`src/rtl/mem_arb_pkg.sv`:
```
// Shared types and default limits for the fetch/LSU memory-bus arbiter.
package mem_arb_pkg;

   localparam int ARB_STARVE_MAX = 4;
   localparam int ARB_TIMEOUT    = 255;

   typedef enum logic [1:0] {ARB_IDLE, ARB_ISSUE, ARB_RESP, ARB_DONE} arb_state_t;
   typedef enum logic {OWN_INSTR, OWN_DATA} owner_t;
   typedef enum logic {OP_READ, OP_WRITE} op_t;

endpackage

```
`src/rtl/mem_arb_pick.sv`:
```
// Grant decision: data has priority unless instruction fetch has waited
// through STARVE_MAX consecutive data grants.
module mem_arb_pick
   import mem_arb_pkg::*;
#(
   parameter int STARVE_MAX = ARB_STARVE_MAX,
   parameter int STREAK_W   = $clog2(ARB_STARVE_MAX + 1)
) (
   input  logic                instr_req,
   input  logic                data_read,
   input  logic                data_write,
   input  logic [STREAK_W-1:0] streak,
   output logic                grant_valid,
   output logic                grant_data,
   output logic                grant_write
);

   logic data_req;
   logic instr_turn;

   always_comb begin
      data_req    = data_read | data_write;
      instr_turn  = instr_req & (~data_req | (streak == STREAK_W'(STARVE_MAX)));
      grant_valid = instr_req | data_req;
      grant_data  = data_req & ~instr_turn;
      // read and write together are served as a read
      grant_write = grant_data & data_write & ~data_read;
   end

endmodule

```
`src/rtl/mem_arbiter.sv`:
```
// Serialises instruction-fetch and load/store transactions onto one memory bus,
// one outstanding transaction at a time, with a response timeout.
module mem_arbiter
   import mem_arb_pkg::*;
#(
   parameter int STARVE_MAX = ARB_STARVE_MAX,
   parameter int TIMEOUT    = ARB_TIMEOUT
) (
   input  logic        clk,
   input  logic        rst,
   input  logic        instr_req,
   input  logic [31:0] instr_addr,
   output logic        instr_ack,
   output logic [31:0] instr_rdata,
   input  logic        data_read,
   input  logic        data_write,
   input  logic [31:0] data_addr,
   input  logic [31:0] data_wdata,
   output logic        data_ack,
   output logic [31:0] data_rdata,
   input  logic        bus_full,
   input  logic        bus_valid,
   input  logic [31:0] bus_rdata,
   output logic        bus_read,
   output logic        bus_write,
   output logic [31:0] bus_addr,
   output logic [31:0] bus_wdata,
   output logic        bus_err,
   output logic        busy
);

   localparam int STREAK_W = $clog2(STARVE_MAX + 1);
   localparam int TMO_W    = $clog2(TIMEOUT + 1);
   localparam logic [STREAK_W-1:0] STREAK_TOP = STREAK_W'(STARVE_MAX);
   localparam logic [TMO_W-1:0]    TMO_LAST   = TMO_W'(TIMEOUT - 1);

   arb_state_t          state_reg, state_next;
   owner_t              owner_reg, owner_next;
   op_t                 op_reg, op_next;
   logic                err_reg, err_next;
   logic [STREAK_W-1:0] streak_reg, streak_next;
   logic [TMO_W-1:0]    tmo_cnt_reg, tmo_cnt_next;
   logic [31:0]         bus_addr_reg, bus_addr_next;
   logic [31:0]         bus_wdata_reg, bus_wdata_next;
   logic [31:0]         instr_rdata_reg, instr_rdata_next;
   logic [31:0]         data_rdata_reg, data_rdata_next;

   logic                grant_valid, grant_data, grant_write;
   logic                capture_en;
   logic [31:0]         capture_word;

   mem_arb_pick #(
      .STARVE_MAX (STARVE_MAX),
      .STREAK_W   (STREAK_W)
   ) u_pick (
      .instr_req   (instr_req),
      .data_read   (data_read),
      .data_write  (data_write),
      .streak      (streak_reg),
      .grant_valid (grant_valid),
      .grant_data  (grant_data),
      .grant_write (grant_write)
   );

   always_comb begin
      state_next       = state_reg;
      owner_next       = owner_reg;
      op_next          = op_reg;
      err_next         = err_reg;
      streak_next      = streak_reg;
      tmo_cnt_next     = tmo_cnt_reg;
      bus_addr_next    = bus_addr_reg;
      bus_wdata_next   = bus_wdata_reg;
      instr_rdata_next = instr_rdata_reg;
      data_rdata_next  = data_rdata_reg;
      capture_en       = 1'b0;
      capture_word     = '0;

      case (state_reg)
         ARB_IDLE: begin
            if (grant_valid) begin
               state_next     = ARB_ISSUE;
               owner_next     = grant_data ? OWN_DATA : OWN_INSTR;
               op_next        = grant_write ? OP_WRITE : OP_READ;
               bus_addr_next  = grant_data ? data_addr : instr_addr;
               bus_wdata_next = grant_data ? data_wdata : '0;
               // only data grants that bypass a waiting fetch extend the streak
               if (grant_data && instr_req)
                  streak_next = (streak_reg == STREAK_TOP) ? streak_reg
                                                           : streak_reg + STREAK_W'(1);
               else
                  streak_next = '0;
            end
         end
         ARB_ISSUE: begin
            if (!bus_full) begin
               state_next   = ARB_RESP;
               tmo_cnt_next = '0;
            end
         end
         ARB_RESP: begin
            if (bus_valid) begin
               capture_en   = 1'b1;
               capture_word = (op_reg == OP_WRITE) ? '0 : bus_rdata;
               state_next   = ARB_DONE;
            end else if (tmo_cnt_reg == TMO_LAST) begin
               capture_en = 1'b1;
               err_next   = 1'b1;
               state_next = ARB_DONE;
            end else begin
               tmo_cnt_next = tmo_cnt_reg + TMO_W'(1);
            end
         end
         ARB_DONE: begin
            state_next = ARB_IDLE;
            err_next   = 1'b0;
         end
         default: state_next = ARB_IDLE;
      endcase

      if (capture_en) begin
         if (owner_reg == OWN_DATA) data_rdata_next  = capture_word;
         else                       instr_rdata_next = capture_word;
      end
   end

   always_ff @(posedge clk) begin
      if (rst) begin
         state_reg       <= ARB_IDLE;
         owner_reg       <= OWN_INSTR;
         op_reg          <= OP_READ;
         err_reg         <= 1'b0;
         streak_reg      <= '0;
         tmo_cnt_reg     <= '0;
         bus_addr_reg    <= '0;
         bus_wdata_reg   <= '0;
         instr_rdata_reg <= '0;
         data_rdata_reg  <= '0;
      end else begin
         state_reg       <= state_next;
         owner_reg       <= owner_next;
         op_reg          <= op_next;
         err_reg         <= err_next;
         streak_reg      <= streak_next;
         tmo_cnt_reg     <= tmo_cnt_next;
         bus_addr_reg    <= bus_addr_next;
         bus_wdata_reg   <= bus_wdata_next;
         instr_rdata_reg <= instr_rdata_next;
         data_rdata_reg  <= data_rdata_next;
      end
   end

   assign bus_read    = (state_reg == ARB_ISSUE) & ~bus_full & (op_reg == OP_READ);
   assign bus_write   = (state_reg == ARB_ISSUE) & ~bus_full & (op_reg == OP_WRITE);
   assign instr_ack   = (state_reg == ARB_DONE) & (owner_reg == OWN_INSTR);
   assign data_ack    = (state_reg == ARB_DONE) & (owner_reg == OWN_DATA);
   assign bus_err     = (state_reg == ARB_DONE) & err_reg;
   assign busy        = (state_reg != ARB_IDLE);
   assign bus_addr    = bus_addr_reg;
   assign bus_wdata   = bus_wdata_reg;
   assign instr_rdata = instr_rdata_reg;
   assign data_rdata  = data_rdata_reg;

endmodule

```
`config.mk`:
```
export PLATFORM = sky130hd
export DESIGN_NAME = mem_arbiter
export DESIGN_NICKNAME = d
export VERILOG_FILES = /design/src/rtl/mem_arb_pkg.sv /design/src/rtl/mem_arb_pick.sv /design/src/rtl/mem_arbiter.sv
export SDC_FILE = /design/constraint.sdc
export NUM_CORES = 1
export LEC_CHECK = 0
export CAP_MARGIN = 20
export CORE_MARGIN = 4
export CORE_UTILIZATION = 42
export DETAILED_ROUTE_END_ITERATION = 8
export PLACE_DENSITY_LB_ADDON = 0.25
export SYNTH_ARGS = -nofsm -noshare
export SYNTH_HDL_FRONTEND = slang
export SYNTH_SLANG_ARGS = --single-unit
export TNS_END_PERCENT = 100
```
`constraint.sdc`:
```
create_clock -name clk -period 2.3 [get_ports clk]
set_input_delay 0.46 -clock clk [delete_from_list [all_inputs] [get_ports clk]]
set_output_delay 0.46 -clock clk [all_outputs]
set_load 0.05 [all_outputs]
```
==> results by group <==
STA
  • Clock skew: 13.5 ps
  • FMAX: 463 MHz
  • Setup-failing EPs final: 0
  • Fin crit period: 2160 ps
  • Final Hold Viols: 0
  • RSZ-0062 raised after global routing: false
  • Setup_tns: 0 ps
  • Relative slew slack: 0.638
  • Final-report max-slew violation count: 0
  • Worst-margin pin slew: 542 ps
  • Period utilisation layout: 0.939
  • Worst Setup Slack, final: 139 ps

Finish
  • Nets: 1057
  • Ratio of cells with drive above 1 in the final layout: 0.0780
  • Syn-to-layout area delta: 57.4%
  • Final instance area: 9580 um2
  • Inserted Diodes: 0
  • Multi-input gate area: 2920 um2
  • Area occupied by registers: 2880 um2
  • Fill count: 1062

Worst setup path
  • Delay-heaviest family, CP: simple AND/OR/NAND/NOR gates
  • CP Data Arrival Time: 1700 ps
  • Crit path capture type: output port
  • Worst stage delay on the critical path: 330 ps
  • Critical Path RT: 1840 ps
  • Buf/Inv on CP: 2
  • Crit-path slowest cell: dfxtp_1
  • Critical path fanouts, max: 6
  • Setup Crit Path Kind: flip-flop to output port
  • CP cell instances: inv_1, ha_1, nand2b_1, nor2_1, buf_12
  • Setup crit start kind: flip-flop

Logic synthesis
  • Asr flop ratio synth: 0
  • Seq/Total Area, Yosys: 0.473
  • Yosys warns: 0
  • #FFs+latches synth: 144
  • Cell count after synthesis: 653
  • Syn avg cell area: 9.33 um2
  • Number of distinct library cells after synthesis: 44
  • Netlist Area Pre-Place: 6090 um2
  • Number of synthesized flops with an enable pin: 0
  • Synth Flop Type: dfxtp_1
  • Mapped Nets: 797

Placement
  • Gpl congestion: 0.791
  • Detailed Place HPWL: 12800 um
  • Pre-CTS WS: -174 ps
  • IO Port Bufs: 268
  • DP Area: 8980 um2

Route
  • Final WL: 17500 um
  • DRC viols: 0
  • WL per Instance: 15.9 um
  • Routed Antenna Nets: 0
  • DRT iter0 DRCs: 233
  • DRT Pass-1 Iters: 4
  • Via/cell ratio: 5.12
  • Via count: 5649

Global routing
  • Initial antenna violation count: 0
  • Largest net degree at the start of global routing: 65
  • GR Util All Layers: 0.209
  • Vias in the first global route: 5834
  • First-pass GRT wire length: 27900 um
  • Total gr overflow: 0

Floorplan
  • Die area: 16500 um2
  • Initial Util: 0.434
  • Std cell rows: 43
  • # IOs: 269
  • Die width: 128 um
  • Core Region: 14000 um2
  • Die extent in y: 128 um

CTS
  • H-tree Lvls: 4
  • Clock net sink count: 144
  • Maximum buffer depth of the clock tree: 2
  • Num CTS Buffers: 17
  • Clock-pin transition on the worst setup and hold timing paths: 60 ps
  • TritonCTS clock tree: done
  • Root buf cell: clkbuf_16
  • Buffer count from post-CTS setup fixing: 0
  • Cts repair resizes: 0
  • Worst skew pair latency: 420 ps
  • Hold_buf cts: 0

Power
  • Sw frac: 0.379
  • Logic gate share of total power: 0.396
  • VDD IR max: 0.000755 V
  • PwrDens: 1010 nW/um2
  • Pleak: 3.47 nW
  • Sw power: 3.68 mW
  • Power Total: 9.70 mW
  • Internal Power: 6.02 mW
  • Clock power frac: 0.282
  • Sequential share of power: 0.323

Run
  • Max Cap Viol: 0

Hold path
  • Hold Crit Class: flip-flop to flip-flop

Status
  • Outcome: finished, final reports clean
## per-layer routing
| metal | global-route usage | vias to the layer above | share of wire |
|---|---|---|---|
| met3 | 0.0735 | 25 | 0.076 |
| li1 | - | 2774 | - |
| met4 | 0.0830 | 0 | 0.021 |
| met5 | 0 | - | 0 |
| met2 | 0.354 | 206 | 0.49 |
| met1 | 0.243 | 2644 | 0.42 |
## logic make-up after synthesis
family | Yosys count | synth area share
buf+inv | 57 | 0.0534
flops | 144 | 0.473
fa+ha+maj | 9 | 0.0185
compound gates | 100 | 0.129
simple gates | 276 | 0.216
mux | 67 | 0.110
## cell type report
type / instances / area share
inverters: 9 / 0.00353
clock buffers: 19 / 0.0462
multi-input cells: 452 / 0.304
flip-flops and latches: 144 / 0.301
clock inverters: 10 / 0.0146
repair buffers: 289 / 0.307
well taps: 180 / 0.0235
## cells in the final DEF (no fill, tap or decap), types with 2 or more instances in the layout
| master | instances |
|---|---|
| clkdlybuf4s50_1 | 261 |
| dfxtp_1 | 144 |
| nand2_1 | 104 |
| nor2_1 | 72 |
| nand2b_1 | 70 |
| mux2i_1 | 66 |
| a311oi_1 | 37 |
| a22oi_1 | 32 |
| buf_4 | 18 |
| clkbuf_16 | 17 |
| inv_1 | 9 |
| ha_1 | 9 |
| buf_12 | 9 |
| a21oi_1 | 8 |
| nand3_1 | 7 |
| o21ai_0 | 5 |
| and2_1 | 3 |
| nand4_1 | 3 |
| and3_1 | 3 |
| o31ai_1 | 3 |
| o211ai_1 | 3 |
| clkinvlp_4 | 3 |
| bufinv_16 | 3 |
| nor2b_1 | 2 |
| nor3b_4 | 2 |
| nor2_4 | 2 |
| a31oi_1 | 2 |
| clkinv_4 | 2 |
| clkinv_2 | 2 |
## stage by stage
step                      instances   util  hold slack, ps
after floorplan                 653      -             449
after global placement         1073  0.640             457
after detailed placement       1073  0.640             466
after CTS                      1102  0.681             478
after global routing           1103  0.682             495
final                          1103  0.682             473
## synthesized netlist by cell type (4+ instances only)
master	instances	area, um2
a21oi_1	8	40.0
buf_2	17	85.1
ha_1	9	113
nor2_1	72	270
a22oi_1	32	240
a311oi_1	37	324
o21ai_0	5	25.0
nand2_1	104	390
nand3_1	7	35.0
clkbuf_1	21	78.8
dfxtp_1	144	2880
nand2b_1	70	438
buf_6	4	45.0
mux2i_1	66	661
inv_1	9	33.8
## final timing paths
path            startpoint              to  slack (ps)  cells past startpoint
max           state_reg[1]        bus_read         140                      5
min          data_rdata[2]   data_rdata[2]         470                      2
max reg2reg   state_reg[0]  tmo_cnt_reg[6]         270                      6
min reg2reg  data_rdata[2]   data_rdata[2]         470                      2
## tightest hold or removal path, cell delays in order, from the launching register on
cell and delay [ps]:
dfxtp_1 310, nand2b_1 60, mux2i_1 60
## power by group through the flow
stage / sequential, mW / combinational, mW / clock (mW)
3_5_place_dp: 3.17 / 3.82 / 0
2_1_floorplan: 4.40 / 1.22 / 0
6_report: 3.13 / 3.84 / 2.73
3_3_place_gp: 3.16 / 3.76 / 0
5_1_grt: 3.18 / 4.07 / 2.90
4_1_cts: 3.13 / 3.84 / 2.78
Power figures use the tool's default switching activity.
